--- src/rtl/pulse_stretcher_if.sv ---
// Pulse stretcher signal bundle: pulse input plus stretched-level outputs.
// The producer of pulses is the master; the stretcher itself is the slave.
interface pulse_stretcher_if;
    logic in;
    logic q;
    logic busy;
    logic dropped;

    modport master (
        output in,
        input  q,
        input  busy,
        input  dropped
    );

    modport slave (
        input  in,
        output q,
        output busy,
        output dropped
    );
endinterface

--- src/rtl/pulse_stretcher.sv ---
// Stretches single-cycle pulses into a LEN-cycle level with optional retrigger,
// a mandatory low gap between stretches, and a flag for every ignored pulse.
module pulse_stretcher #(
    parameter int unsigned LEN    = 10,
    parameter int unsigned GAP    = 2,
    parameter int unsigned RETRIG = 1,
    parameter int unsigned CW     = 8
) (
    input  logic             clk,
    input  logic             rst,
    pulse_stretcher_if.slave bus
);

    typedef enum logic [1:0] {
        S_IDLE,
        S_HOLD,
        S_GAP
    } state_t;

    localparam logic [CW-1:0] LEN_M1 = CW'(LEN - 1);
    localparam logic [CW-1:0] GAP_M1 = CW'(GAP - 1);
    localparam logic [CW-1:0] ONE    = CW'(1);

    state_t        state;
    state_t        state_nx;
    logic [CW-1:0] cnt;
    logic [CW-1:0] cnt_nx;
    logic          q_r;
    logic          busy_r;
    logic          drop_r;
    logic          q_nx;
    logic          busy_nx;
    logic          drop_nx;

    always_ff @(posedge clk or posedge rst) begin
        if (rst) begin
            state  <= S_IDLE;
            cnt    <= '0;
            q_r    <= 1'b0;
            busy_r <= 1'b0;
            drop_r <= 1'b0;
        end else begin
            state  <= state_nx;
            cnt    <= cnt_nx;
            q_r    <= q_nx;
            busy_r <= busy_nx;
            drop_r <= drop_nx;
        end
    end

    // A retrigger reload wins over expiry even when the count has hit zero.
    always_comb begin
        state_nx = state;
        cnt_nx   = cnt;
        unique case (state)
            S_IDLE: begin
                if (bus.in) begin
                    state_nx = S_HOLD;
                    cnt_nx   = LEN_M1;
                end
            end
            S_HOLD: begin
                if (bus.in && (RETRIG != 0)) begin
                    cnt_nx = LEN_M1;
                end else if (cnt != '0) begin
                    cnt_nx = cnt - ONE;
                end else if (GAP != 0) begin
                    state_nx = S_GAP;
                    cnt_nx   = GAP_M1;
                end else begin
                    state_nx = S_IDLE;
                    cnt_nx   = '0;
                end
            end
            S_GAP: begin
                if (cnt == '0) begin
                    state_nx = S_IDLE;
                end else begin
                    cnt_nx = cnt - ONE;
                end
            end
            default: begin
                state_nx = S_IDLE;
                cnt_nx   = '0;
            end
        endcase
    end

    always_comb begin
        q_nx    = (state_nx == S_HOLD);
        busy_nx = (state_nx != S_IDLE);
        drop_nx = bus.in
                  && (((state == S_HOLD) && (RETRIG == 0))
                      || (state == S_GAP));
    end

    assign bus.q       = q_r;
    assign bus.busy    = busy_r;
    assign bus.dropped = drop_r;

endmodule

--- src/flat_wrapper.sv ---
// flat-port wrapper written by rule: the top's interface ports become plain ports
module pulse_stretcher_flat 
#(
    parameter int unsigned LEN    = 10,
    parameter int unsigned GAP    = 2,
    parameter int unsigned RETRIG = 1,
    parameter int unsigned CW     = 8
)
  (clk, rst, bus_in, bus_q, bus_busy, bus_dropped);
  pulse_stretcher_if bus_i ();
  input  logic clk;
  input  logic rst;
  input wire logic [$bits(bus_i.in)-1:0] bus_in;
  output wire logic [$bits(bus_i.q)-1:0] bus_q;
  output wire logic [$bits(bus_i.busy)-1:0] bus_busy;
  output wire logic [$bits(bus_i.dropped)-1:0] bus_dropped;
  assign bus_i.in = bus_in;
  assign bus_q = bus_i.q;
  assign bus_busy = bus_i.busy;
  assign bus_dropped = bus_i.dropped;
  pulse_stretcher #(.LEN(LEN), .GAP(GAP), .RETRIG(RETRIG), .CW(CW)) u_core (.clk(clk), .rst(rst), .bus(bus_i));
endmodule
--- config.mk ---
export PLATFORM = sky130hd
export DESIGN_NAME = pulse_stretcher_flat
export DESIGN_NICKNAME = d
export VERILOG_FILES = /design/src/rtl/pulse_stretcher_if.sv /design/src/rtl/pulse_stretcher.sv /design/src/flat_wrapper.sv
export SDC_FILE = /design/constraint.sdc
export NUM_CORES = 1
export LEC_CHECK = 0
export BUFFER_PORTS_ARGS = -buffer_cell sky130_fd_sc_hd__buf_2
export CAP_MARGIN = 20
export CORE_AREA = 3 3 40 42
export DETAILED_ROUTE_END_ITERATION = 8
export DIE_AREA = 0 0 43 45
export PLACE_DENSITY_LB_ADDON = 0.15
export SYNTH_ARGS = -nofsm -noshare
export SYNTH_HDL_FRONTEND = slang
export SYNTH_SLANG_ARGS = --single-unit
--- constraint.sdc ---
create_clock -name clk -period 3.5 [get_ports clk]
set_input_delay 0.175 -clock clk [delete_from_list [all_inputs] [get_ports clk]]
set_output_delay 0.175 -clock clk [all_outputs]
set_load 0.005 [all_outputs]
# ---- Yosys cells after proc, flatten, opt, wreduce, memory -nomap -nowiden
# Index checks and enable logic that the tools add are counted.
dict set report word_totals {
  latchBits 0
  mem_count 0
  input_bits 3
  ram_bits 0
  romBits 0
  out_inout_bits 3
  word_cells 27
  ff_bits 13
}
dict set report classes {
  n_eq_ne 5
  n_mul 0
  n_addsub 1
  magnitude_cmp 0
  bitwise 0
  reduce_logical 6
  shift 0
  div 0
  n_mux 10
}
# cell count
set ops {}
lappend ops {{8-bit two-way mux} 4}
lappend ops {{8-bit one-hot mux with 3 select lines} 1}
lappend ops {{8-bit logical NOT} 1}
lappend ops {{2-bit two-way mux} 4}
lappend ops {{8-bit nonzero test} 1}
lappend ops {{8-bit by 1-bit subtractor with 8-bit output, second input constant} 1}
lappend ops {{2-bit one-hot mux with 3 select lines} 1}
lappend ops {{2-bit by 1-bit equality test with 1-bit output, second input constant} 2}
lappend ops {{2-bit != test, second input constant} 2}
lappend ops {{2-bit equality test, second input constant} 1}
lappend ops {{2-bit logical NOT} 1}
lappend ops {{2-bit AND reduction} 1}
lappend ops {{2-bit nonzero test} 1}
lappend ops {{1-bit logical AND} 1}

# ---- Logic depth before layout (Yosys ltp)
# Gate-level depths: netlist (run 1).
dict set report depth {
  word_depth 5
  ltp_mapped 6
  depth_no_buf 6
}

# ---- Least setup slack after synthesis (run 1)
# Ideal clock, no wire load.
dict set report synth_timing {
  path_kind {register to register}
  startpoint {register u_core.cnt[0]}
  endpoint {register u_core.cnt[7]}
  stages_incl_launch_ff 7
  path_buffers 0
  period_less_slack_ns 1.632
  setup_time_ns 0.125
  path_slack_ns 1.868
  arrival_time_ns 1.507
  path_cell_list {dfrtp_1 > inv_1 > ha_1 > nor4b_1 > nand2_1 > a41oi_1 > a21oi_1}
}
dict set report synth_between {
  elab_chain_cells 4
  elab_cells_between_ends 9
  classes_between {add/sub: 1; eq/ne: 1; mux: 4; reduce/logical: 3}
}
# element line_no
set synth_rtl {}
lappend synth_rtl {{start, declared} pulse_stretcher.sv:26} ;# logic [CW-1:0] cnt;
lappend synth_rtl {{start signal, assigned} pulse_stretcher.sv:44} ;# cnt <= cnt_nx;
lappend synth_rtl {{8-bit by 1-bit subtractor with 8-bit output / 8-bit nonzero test (equally long branches)} {pulse_stretcher.sv:66, pulse_stretcher.sv:79, pulse_stretcher.sv:65}}
lappend synth_rtl {{8-bit two-way mux} pulse_stretcher.sv:65} ;# end else if (cnt != '0) begin
lappend synth_rtl {{8-bit two-way mux} pulse_stretcher.sv:63} ;# if (bus.in && (RETRIG != 0)) begin
lappend synth_rtl {{8-bit one-hot mux with 3 select lines} pulse_stretcher.sv:55} ;# unique case (state)
# Parallel ways exist; a longest one is shown, timed or not. The select of a mux whose other input is x is not followed.
# A chain may end at the register's enable or synchronous reset.

# ---- Final worst setup path (run 1)
dict set report layout_timing {
  startpoint {register u_core.cnt[0]}
  endpoint {register u_core.cnt[3]}
}
# Same word-level chain as after synthesis.

==> results of run 1 <==
-- worst register-to-register path, delay by kind of cell, from the launching register on --
kind	cells	cell delay, ns
simple gates	2	0.97
flops	1	0.42
buf+inv	2	0.32
fa+ha+maj	1	0.17
compound gates	1	0.12
-- Yosys cell counts, types with 2 or more instances --
library cell | instances | share of area
ha_1 | 2 | 0.033
o32ai_1 | 2 | 0.023
o21ai_0 | 5 | 0.033
nor3_1 | 3 | 0.020
or4_1 | 2 | 0.020
dfrtp_1 | 13 | 0.43
a31oi_1 | 6 | 0.050
nand3_1 | 2 | 0.013
nand2_1 | 10 | 0.050
nor2_1 | 6 | 0.030
inv_1 | 9 | 0.045
a21oi_1 | 5 | 0.033
-- cells by family (layout without fill, tap and decap cells) --
family                     count (synthesis)  in the layout  synth area share
buffers and inverters                     12             19            0.0715
adders and majority gates                  2              2            0.0333
xor gates and xnor gates                   1              1            0.0116
AOI/OAI and AO/OA                         26             26             0.228
DFF                                       13             13             0.433
and+or+nand+nor                           31             31             0.223
-- registers in the layout (all words and copies together), names as in the netlist --
signal              cells
u_core.bus.dropped      1
u_core.state            2
u_core.bus.q            1
u_core.bus.busy         1
u_core.cnt              8
-- power breakdown --
group          internal [W]  switching, W  leakage (nW)
Clock             0.0000442     0.0000500        0.0150
Combinational      0.000102      0.000140         0.176
Sequential         0.000194     0.0000699         0.157
Total              0.000340      0.000260         0.348
-- worst max path at each step --
stage                   from         endpoint  slack (ns)  cells after the start
6_report       u_core.cnt[0]    u_core.cnt[3]        1.36                      6
5_1_grt        u_core.cnt[0]     u_core.bus.q        1.29                      6
4_1_cts        u_core.cnt[0]  u_core.state[0]        1.49                      6
3_5_place_dp   u_core.cnt[0]    u_core.cnt[3]        1.55                      6
3_3_place_gp   u_core.cnt[0]    u_core.cnt[3]        1.71                      6
2_1_floorplan  u_core.cnt[0]    u_core.cnt[7]        1.87                      6
-- what timing repair did --
action | in CTS | in global routing
setup endpoints to repair | 0 | 0
hold endpoints to repair | 13 | 0
buffers inserted | 0 | 0
hold buffers | 1 | 0
-- cell type report --
class / instances / area (µm²) / area share
Multi-Input combinational cell: 60 / 373 / 0.459
Sequential cell: 13 / 325 / 0.401
Timing Repair Buffer: 6 / 35.0 / 0.0431
Inverter: 9 / 33.8 / 0.0416
Clock buffer: 4 / 26.3 / 0.0324
Tap cell: 15 / 18.8 / 0.0231
-- stage by stage --
stage	area (µm²)	instances	util	power (W)
after floorplan	752	85	-	0.000441
after global routing	812	107	0.632	0.000644
after global placement	776	102	0.604	0.000491
after CTS	812	107	0.632	0.000593
after detailed placement	776	102	0.604	0.000501
final	812	107	0.632	0.000600
-- metal layers --
metal | vias to the layer above | track usage
li1 | 326 | -
met1 | 308 | 0.216
met2 | 32 | 0.314
met3 | 8 | 0.0438
met4 | 0 | 0.0843
met5 | - | 0
==> flow_metrics.py, run 1 <==
metrics = {
    "critical_path": {
        "cp-end-kind": "flop",
        "critical_path.cell_chain": "inv_1 -> ha_1 -> nor4b_1 -> nand2_1 -> inv_1 -> o221ai_1",
        "critPathBufInv": 2,
        "cp.required_ns": 3.64,
        "crit_family": "simple AND/OR/NAND/NOR gates",
        "r2r_setup_slack_ns": 1.36,
        "slowest_stage": "nor4b_1",
        "regToRegEndpoint": "u_core.cnt[3]",
        "crit_arrival_ns": 2.28,
        "setup.worst_path.class": "reg -> reg",
        "cp_common_cell": "inv_1",
        "reg2reg_from": "u_core.cnt[0]",
        "worstPathMaxFanout": 6,
        "max_stage_delay_ns": 0.67,
        "start_kind": "flop",
        "r2r_cells": 6,
    },
    "route": {
        "drt-met1-wl_um": 687,
        "routed_wirelength_mm": 1.63,
        "wl_met3_um": 109,
        "highest-signal-layer": "met4",
        "dr_total_vias": 674,
        "antenna_left": 0,
        "drc": 0,
        "vias_per_cell": 6.30,
        "drtIter0Drc": 29,
        "wire_per_inst_um": 15.2,
        "wl_met2_um": 785,
        "firstDrtPassIters": 4,
    },
    "synth": {
        "synthArstFlopShare": 1.00,
        "yosys_warnings": 0,
        "synth_edf_count": 0,
        "yosysUniqueCellTypes": 32,
        "yosys_most_used_dff": "dfrtp_1",
        "avgSynthCellArea_um2": 8.85,
        "ys_seq_area_frac": 0.433,
        "synthesis.instances": 85,
        "syn-cell-area_um2": 752,
        "synth_nets": 90,
        "yosys_register_bits": 13,
    },
    "timing": {
        "period_minus_slack_ns": 2.14,
        "fin_hold_ws_ns": 0.197,
        "finalSetupViolations": 0,
        "worst_slew_pin_slew_ns": 0.811,
        "rsz0062_at_grt": "false",
        "worst_slack_ns": 1.36,
        "max_clock_freq_mhz": 468,
        "hold_violations": 0,
        "slew_headroom": 0.452,
        "finalClockSkew_ns": 0.00296,
        "post-route-period-util": 0.611,
        "final_max_slew_viol_count": 0,
        "timing.setup.tns_ns": 0,
    },
    "die": {
        "die_h_um": 45,
        "start_util": 0.585,
        "fp-row-count": 13,
        "die_w_um": 43,
        "io_pins": 6,
        "die_area_um2": 1940,
        "core-area_um2": 1280,
    },
    "worst_hold_path": {
        "min-delay-start": "bus_in",
        "min_path_type": "in -> reg",
        "hold-path-endpoint": "u_core.bus.dropped",
        "hold_depth": 3,
    },
    "placed_design": {
        "port_buffers": 5,
        "place_ws_ns": 1.55,
        "hpwl_mm": 1.15,
        "place.gp.congestion": 0.935,
    },
    "global_routing": {
        "antenna_found_initial": 0,
        "grt_max_degree": 18,
        "grt-ovfl-total": 0,
        "grtUsageTotal": 0.182,
        "grt_pass1_wl_mm": 2.63,
        "grt_pass1_vias": 622,
    },
    "clock_network": {
        "htree_levels": 1,
        "clk_latency_ns": 0.28,
        "clock_path_buffers": 2,
        "cts_sinks": 13,
        "post_cts_resized": 0,
        "cts-buffers-inserted": 3,
        "cts_tree": "done",
        "clk_pin_slew_ns": 0.08,
        "cts_root_buf": "clkbuf_4",
    },
    "layout": {
        "final_nets": 98,
        "fillers": 103,
        "final_common_cell": "dfrtp_1",
        "final_cell_mix": "dfrtp_1, nand2_1, inv_1, nor2_1, a31oi_1",
        "n_antenna_cell": 0,
        "drive_above_1_share": 0.120,
        "area_growth_pct": 7.99,
    },
    "flow_run": {
        "cap_violations": 0,
    },
    "outcome": {
        "status": "complete, no violations",
    },
    "power_and_ir_drop": {
        "power.leakage_nw": 0.348,
        "peakVddDrop_mv": 0.388,
        "power_density_nw_per_um2": 739,
    },
}
(Power assumes the default switching activity.)
==> run 2, diff against run 1 <==
--- a/config.mk
+++ b/config.mk
@@ -7,9 +7,9 @@
 export LEC_CHECK = 0
 export BUFFER_PORTS_ARGS = -buffer_cell sky130_fd_sc_hd__buf_2
 export CAP_MARGIN = 20
-export CORE_AREA = 3 3 40 42
+export CORE_MARGIN = 3
+export CORE_UTILIZATION = 56
 export DETAILED_ROUTE_END_ITERATION = 8
-export DIE_AREA = 0 0 43 45
 export PLACE_DENSITY_LB_ADDON = 0.15
 export SYNTH_ARGS = -nofsm -noshare
 export SYNTH_HDL_FRONTEND = slang
==> constraint.sdc (replaced) <==
create_clock -name clk -period 2.1 [get_ports clk]
set_input_delay 0.105 -clock clk [delete_from_list [all_inputs] [get_ports clk]]
set_output_delay 0.105 -clock clk [all_outputs]
set_load 0.005 [all_outputs]
==> run 2 against run 1 <==
Final cell count grew 0.93%. Flip-flop and latch count is the same. Register-to-register slack lost 1.0 ns. Cell area grew 1.7%. Largest power group unchanged.
==> flow_metrics.py, run 2 (synthesis results as in run 1) <==
metrics = {
    "clock_network": {
        "cts_sinks": 13,
        "htree_levels": 1,
        "cts_root_buf": "clkbuf_4",
        "clk_latency_ns": 0.28,
        "clock_path_buffers": 2,
        "cts-buffers-inserted": 3,
        "cts_tree": "done",
        "clk_pin_slew_ns": 0.08,
    },
    "worst_hold_path": {
        "min_path_type": "in -> reg",
        "hold_depth": 3,
    },
    "critical_path": {
        "cp-end-kind": "flop",
        "cp.required_ns": 2.32,
        "regToRegEndpoint": "u_core.cnt[0]",
        "reg2reg_from": "u_core.cnt[0]",
        "setup.worst_path.class": "reg -> reg",
        "worstPathMaxFanout": 6,
        "crit_end": "u_core.cnt[0]",
        "crit_arrival_ns": 2.00,
        "critPathLaunch": "u_core.cnt[0]",
        "r2r_setup_slack_ns": 0.32,
        "r2r_cells": 6,
        "start_kind": "flop",
    },
    "timing": {
        "finalSetupViolations": 0,
        "max_clock_freq_mhz": 562,
        "slew_headroom": 0.636,
        "worst_slew_pin_slew_ns": 0.547,
        "final_max_slew_viol_count": 0,
        "fin_hold_ws_ns": 0.100,
        "post-route-period-util": 0.847,
        "period_minus_slack_ns": 1.78,
        "rsz0062_at_grt": "false",
        "timing.setup.tns_ns": 0,
        "finalClockSkew_ns": 0.000896,
        "hold_violations": 0,
    },
    "global_routing": {
        "grt_pass1_vias": 657,
        "grt_pass1_wl_mm": 2.84,
        "grt_max_degree": 18,
        "grtUsageTotal": 0.211,
        "grt-ovfl-total": 0,
        "antenna_found_initial": 0,
    },
    "power_and_ir_drop": {
        "peakVddDrop_mv": 0.641,
        "power_density_nw_per_um2": 1240,
        "power.leakage_nw": 0.359,
    },
    "die": {
        "io_pins": 6,
        "die_area_um2": 1820,
        "start_util": 0.634,
        "fp-row-count": 12,
        "core-area_um2": 1190,
        "die_h_um": 42.6,
        "die_w_um": 42.6,
    },
    "layout": {
        "fillers": 85,
        "area_growth_pct": 9.82,
        "largest_register_ffs": 8,
        "final_common_cell": "dfrtp_1",
        "multi_input_area_um2": 373,
        "n_antenna_cell": 0,
        "top_regs": "u_core.cnt: 8 flops, u_core.state: 2 flops",
        "fin_area_um2": 826,
        "final_nets": 100,
        "drive_above_1_share": 0.138,
        "regArea_um2": 325,
        "regMostFlops": "u_core.cnt",
        "final_cell_mix": "dfrtp_1, nand2_1, inv_1, nor2_1, a31oi_1",
    },
    "placed_design": {
        "port_buffers": 5,
        "hpwl_mm": 1.16,
        "post_dp_cell_area_um2": 790,
        "place.gp.congestion": 0.818,
    },
    "route": {
        "routed_wirelength_mm": 1.62,
        "drtIter0Drc": 25,
        "drc": 0,
        "dr_total_vias": 677,
        "antenna_left": 0,
        "vias_per_cell": 6.27,
        "firstDrtPassIters": 4,
        "wire_per_inst_um": 15.0,
    },
    "flow_run": {
        "cap_violations": 0,
    },
    "outcome": {
        "status": "complete, no violations",
    },
}
run 2: worst min-delay path by stage:
stage                 from                  to  slack, ns
finish              bus_in  u_core.bus.dropped       0.10
global route        bus_in  u_core.bus.dropped       0.10
CTS                 bus_in  u_core.bus.dropped       0.09
detailed placement     rst  u_core.bus.dropped       0.15
global placement       rst        u_core.bus.q       0.15
floorplan              rst     u_core.bus.busy      -0.02
run 2: power breakdown:
part	leakage, nW	internal, W	switching [W]
clock	0.0150	0.0000738	0.0000849
sequential	0.157	0.000324	0.000116
combinational	0.186	0.000188	0.000234
run 2: worst max-delay path, cell delays in order (launching register included):
cell     delay (ns)
dfrtp_1        0.43
inv_1          0.13
ha_1           0.16
nor4b_1        0.35
nand2_1        0.26
inv_1          0.17
o221a_2        0.21
run 2: through the flow:
| stage | setup WS [ns] | util | power [W] | std cells |
|---|---|---|---|---|
| 2_1_floorplan | 0.468 | - | 0.000735 | 85 |
| 3_3_place_gp | 0.383 | 0.666 | 0.000842 | 103 |
| 3_5_place_dp | 0.347 | 0.666 | 0.000856 | 103 |
| 4_1_cts | 0.320 | 0.696 | 0.00102 | 108 |
| 5_1_grt | 0.171 | 0.696 | 0.00111 | 108 |
| 6_report | 0.322 | 0.696 | 0.00102 | 108 |
run 2: final cells by class:
class | instances | share of cell area
multi-input combinational | 60 | 0.452
sequential | 13 | 0.394
timing repair buffer | 8 | 0.0606
inverter | 9 | 0.0409
clock buffer | 4 | 0.0318
tap | 14 | 0.0212
run 2: timing repair:
action,4_1_cts,5_1_grt
endpoints found under the setup margin,0,0
endpoints found under the hold margin,13,0
resized for setup,0,0
hold buffers,1,0
setup buffers,0,0
run 2: per-layer routing:
layer  vias up  GRT usage  wire length [µm]
met5         -          0                 0
met4         0      0.137                36
met3         5     0.0644               117
met2        23      0.308               719
met1       319      0.265               746
li1        330          -                 -
==> run 3, diff against run 2 <==
--- a/config.mk
+++ b/config.mk
@@ -5,10 +5,11 @@
 export SDC_FILE = /design/constraint.sdc
 export NUM_CORES = 1
 export LEC_CHECK = 0
+export ABC_AREA = 1
 export BUFFER_PORTS_ARGS = -buffer_cell sky130_fd_sc_hd__buf_2
 export CAP_MARGIN = 20
 export CORE_MARGIN = 3
-export CORE_UTILIZATION = 56
+export CORE_UTILIZATION = 57
 export DETAILED_ROUTE_END_ITERATION = 8
 export PLACE_DENSITY_LB_ADDON = 0.15
 export SYNTH_ARGS = -nofsm -noshare
==> constraint.sdc (replaced) <==
create_clock -name clk -period 1.65 [get_ports clk]
set_input_delay 0.0825 -clock clk [delete_from_list [all_inputs] [get_ports clk]]
set_output_delay 0.0825 -clock clk [all_outputs]
set_load 0.005 [all_outputs]
==> run 3 against run 2 <==
Die area increased by 11%. Core utilization decreased by 0.11 points. Clock skew increased by 0.010 ns. Largest cell class unchanged. Final cell count increased by 30%. Highest routed layer unchanged. Sequential share of layout area decreased by 5.1 points. Clock-buffer cell count unchanged. Worst hold slack got worse by 0.030 ns. First-iteration DRC count unchanged.
==> flow_metrics.py, run 3 <==
metrics = {
    "power_and_ir_drop": {
        "peakVddDrop_mv": 1.09,
        "combPwrFrac": 0.566,
        "p_int_w": 0.000868,
        "power_density_nw_per_um2": 1820,
        "switching_share": 0.497,
        "seqPwrFrac": 0.320,
        "switchingPower_w": 0.000857,
        "power.leakage_nw": 0.493,
        "clkPwrFrac": 0.114,
    },
    "timing": {
        "max_clock_freq_mhz": 659,
        "rsz0062_at_grt": "false",
        "period_minus_slack_ns": 1.52,
        "final_max_slew_viol_count": 0,
        "timing.setup.tns_ns": 0,
        "fin_hold_ws_ns": 0.0699,
        "finalClockSkew_ns": 0.0111,
        "worst_slew_pin_slew_ns": 0.517,
        "slew_headroom": 0.655,
        "post-route-period-util": 0.920,
        "finalSetupViolations": 0,
        "hold_violations": 0,
    },
    "global_routing": {
        "antenna_found_initial": 0,
        "grt_pass1_vias": 719,
        "grtUsageTotal": 0.218,
        "grt_max_degree": 14,
        "grt_pass1_wl_mm": 3.15,
        "grt-ovfl-total": 0,
    },
    "die": {
        "die_w_um": 44.9,
        "core-area_um2": 1370,
        "fp-row-count": 13,
        "start_util": 0.633,
        "die_area_um2": 2020,
        "die_h_um": 44.9,
        "io_pins": 6,
    },
    "route": {
        "drc": 0,
        "wire_per_inst_um": 12.9,
        "drtIter0Drc": 25,
        "antenna_left": 0,
        "routed_wirelength_mm": 1.81,
        "vias_per_cell": 5.26,
        "dr_total_vias": 737,
        "firstDrtPassIters": 4,
    },
    "layout": {
        "multi_input_area_um2": 459,
        "drive_above_1_share": 0.256,
        "final_cell_mix": "nand2_1, inv_1, dfrtp_1, nor2_1",
        "regArea_um2": 325,
        "regMostFlops": "u_core.cnt",
        "top_regs": "u_core.cnt: 8 flops, u_core.state: 2 flops",
        "area_growth_pct": 9.84,
        "final_common_cell": "nand2_1",
        "final_nets": 131,
        "largest_register_ffs": 8,
        "n_antenna_cell": 0,
        "fillers": 115,
        "fin_area_um2": 950,
    },
    "clock_network": {
        "cts_root_buf": "clkbuf_4",
        "cts_sinks": 13,
        "post-cts-setup-buffers": 0,
        "clk_pin_slew_ns": 0.08,
        "htree_levels": 1,
        "cts-buffers-inserted": 3,
        "cts_tree": "done",
        "clock_path_buffers": 2,
        "clk_latency_ns": 0.28,
    },
    "critical_path": {
        "worstPathMaxFanout": 8,
        "crit_arrival_ns": 1.68,
        "cp.required_ns": 1.81,
        "cp-end-kind": "flop",
        "start_kind": "flop",
        "setup.worst_path.class": "reg -> reg",
    },
    "synth": {
        "synth_edf_count": 0,
        "synth_top_family_by_area": "simple AND/OR/NAND/NOR gates",
        "yosysMostFrequentCell": "nand2_1",
        "muxShareOfSynthArea": 0,
        "avgSynthCellArea_um2": 7.52,
        "synth_area_leader_cell": "dfrtp_1",
        "synth-simple-area-share": 0.388,
        "yosys_register_bits": 13,
        "synth_adder_area_share": 0.0289,
        "yosys_warnings": 0,
        "yosysTopAreaCellShare": 0.376,
        "synth_nets": 120,
        "netlist_top_cells_count": "nand2_1, inv_1, dfrtp_1",
        "yosys_most_used_dff": "dfrtp_1",
        "synthArstFlopShare": 1.00,
        "synthXorXnorAreaFrac": 0.0203,
        "synth_compound_area_frac": 0.0883,
        "syn-cell-area_um2": 865,
        "yosysUniqueCellTypes": 25,
        "synth.area.top_cells": "dfrtp_1, nand2_1, inv_1",
        "ys_seq_area_frac": 0.376,
        "synthesis.instances": 115,
    },
    "placed_design": {
        "place.gp.congestion": 0.937,
        "post_dp_cell_area_um2": 908,
        "hpwl_mm": 1.34,
        "port_buffers": 5,
    },
    "outcome": {
        "status": "complete, no violations",
    },
    "worst_hold_path": {
        "min_path_type": "in -> reg",
    },
    "flow_run": {
        "cap_violations": 0,
    },
}
-- run 3: critical path, stage by stage (launching register included) --
cell and delay [ns]:
dfrtp_1 0.42, inv_1 0.12, ha_1 0.17, nand2_1 0.10
nor2_4 0.14, nand3_4 0.13, nand2_4 0.11, inv_4 0.07
nor2_2 0.11, a21oi_2 0.04
-- run 3: final cells by class --
class | count | area share
multi-input combinational | 80 | 0.484
timing repair buffer | 6 | 0.0369
inverter | 22 | 0.0896
tap | 15 | 0.0198
sequential | 13 | 0.343
clock buffer | 4 | 0.0277
-- run 3: cell families after synthesis --
family	after synthesis
compound gates	12
xor+xnor	2
fa+ha+maj	2
buf+inv	22
flops	13
simple gates	64
-- run 3: worst paths after layout --
path | from | to | slack [ns] | cells past startpoint
max | u_core.cnt[1] | u_core.cnt[3] | 0.13 | 9
min | bus_in | u_core.bus.dropped | 0.07 | 3
max reg2reg | u_core.cnt[1] | u_core.cnt[3] | 0.13 | 9
min reg2reg | u_core.cnt[7] | u_core.cnt[7] | 0.62 | 4
max in group asynchronous | rst | u_core.cnt[3] | 0.90 | 3
min in group asynchronous | rst | u_core.cnt[0] | 0.39 | 3
-- run 3: what timing repair did --
| item | 4_1_cts | 5_1_grt |
|---|---|---|
| endpoints found under the setup margin | 0 | 2 |
| resized for setup | 0 | 2 |
| hold buffers | 1 | 0 |
| endpoints found under the hold margin | 13 | 0 |
-- run 3: layer usage --
layer	vias up	wire length, µm	track usage
met5	-	0	0
met4	0	25	0.0877
met3	4	97	0.0478
met2	22	902	0.370
met1	331	781	0.266
li1	380	-	-
-- run 3: metrics by stage --
step	setup WS, ns	cells	total power, W	util
after floorplan	0.268	115	0.00130	-
after CTS	0.122	140	0.00170	0.691
after global routing	0.0131	140	0.00189	0.695
final	0.132	140	0.00173	0.695
after global placement	0.164	135	0.00147	0.665
after detailed placement	0.134	135	0.00150	0.665
-- run 3: power by group through the flow --
stage / clock network [W] / logic [W] / registers (W)
2_1_floorplan: 0 / 0.000770 / 0.000532
3_3_place_gp: 0 / 0.000923 / 0.000549
3_5_place_dp: 0 / 0.000944 / 0.000553
4_1_cts: 0.000204 / 0.000953 / 0.000546
5_1_grt: 0.000220 / 0.00110 / 0.000567
6_report: 0.000197 / 0.000976 / 0.000553
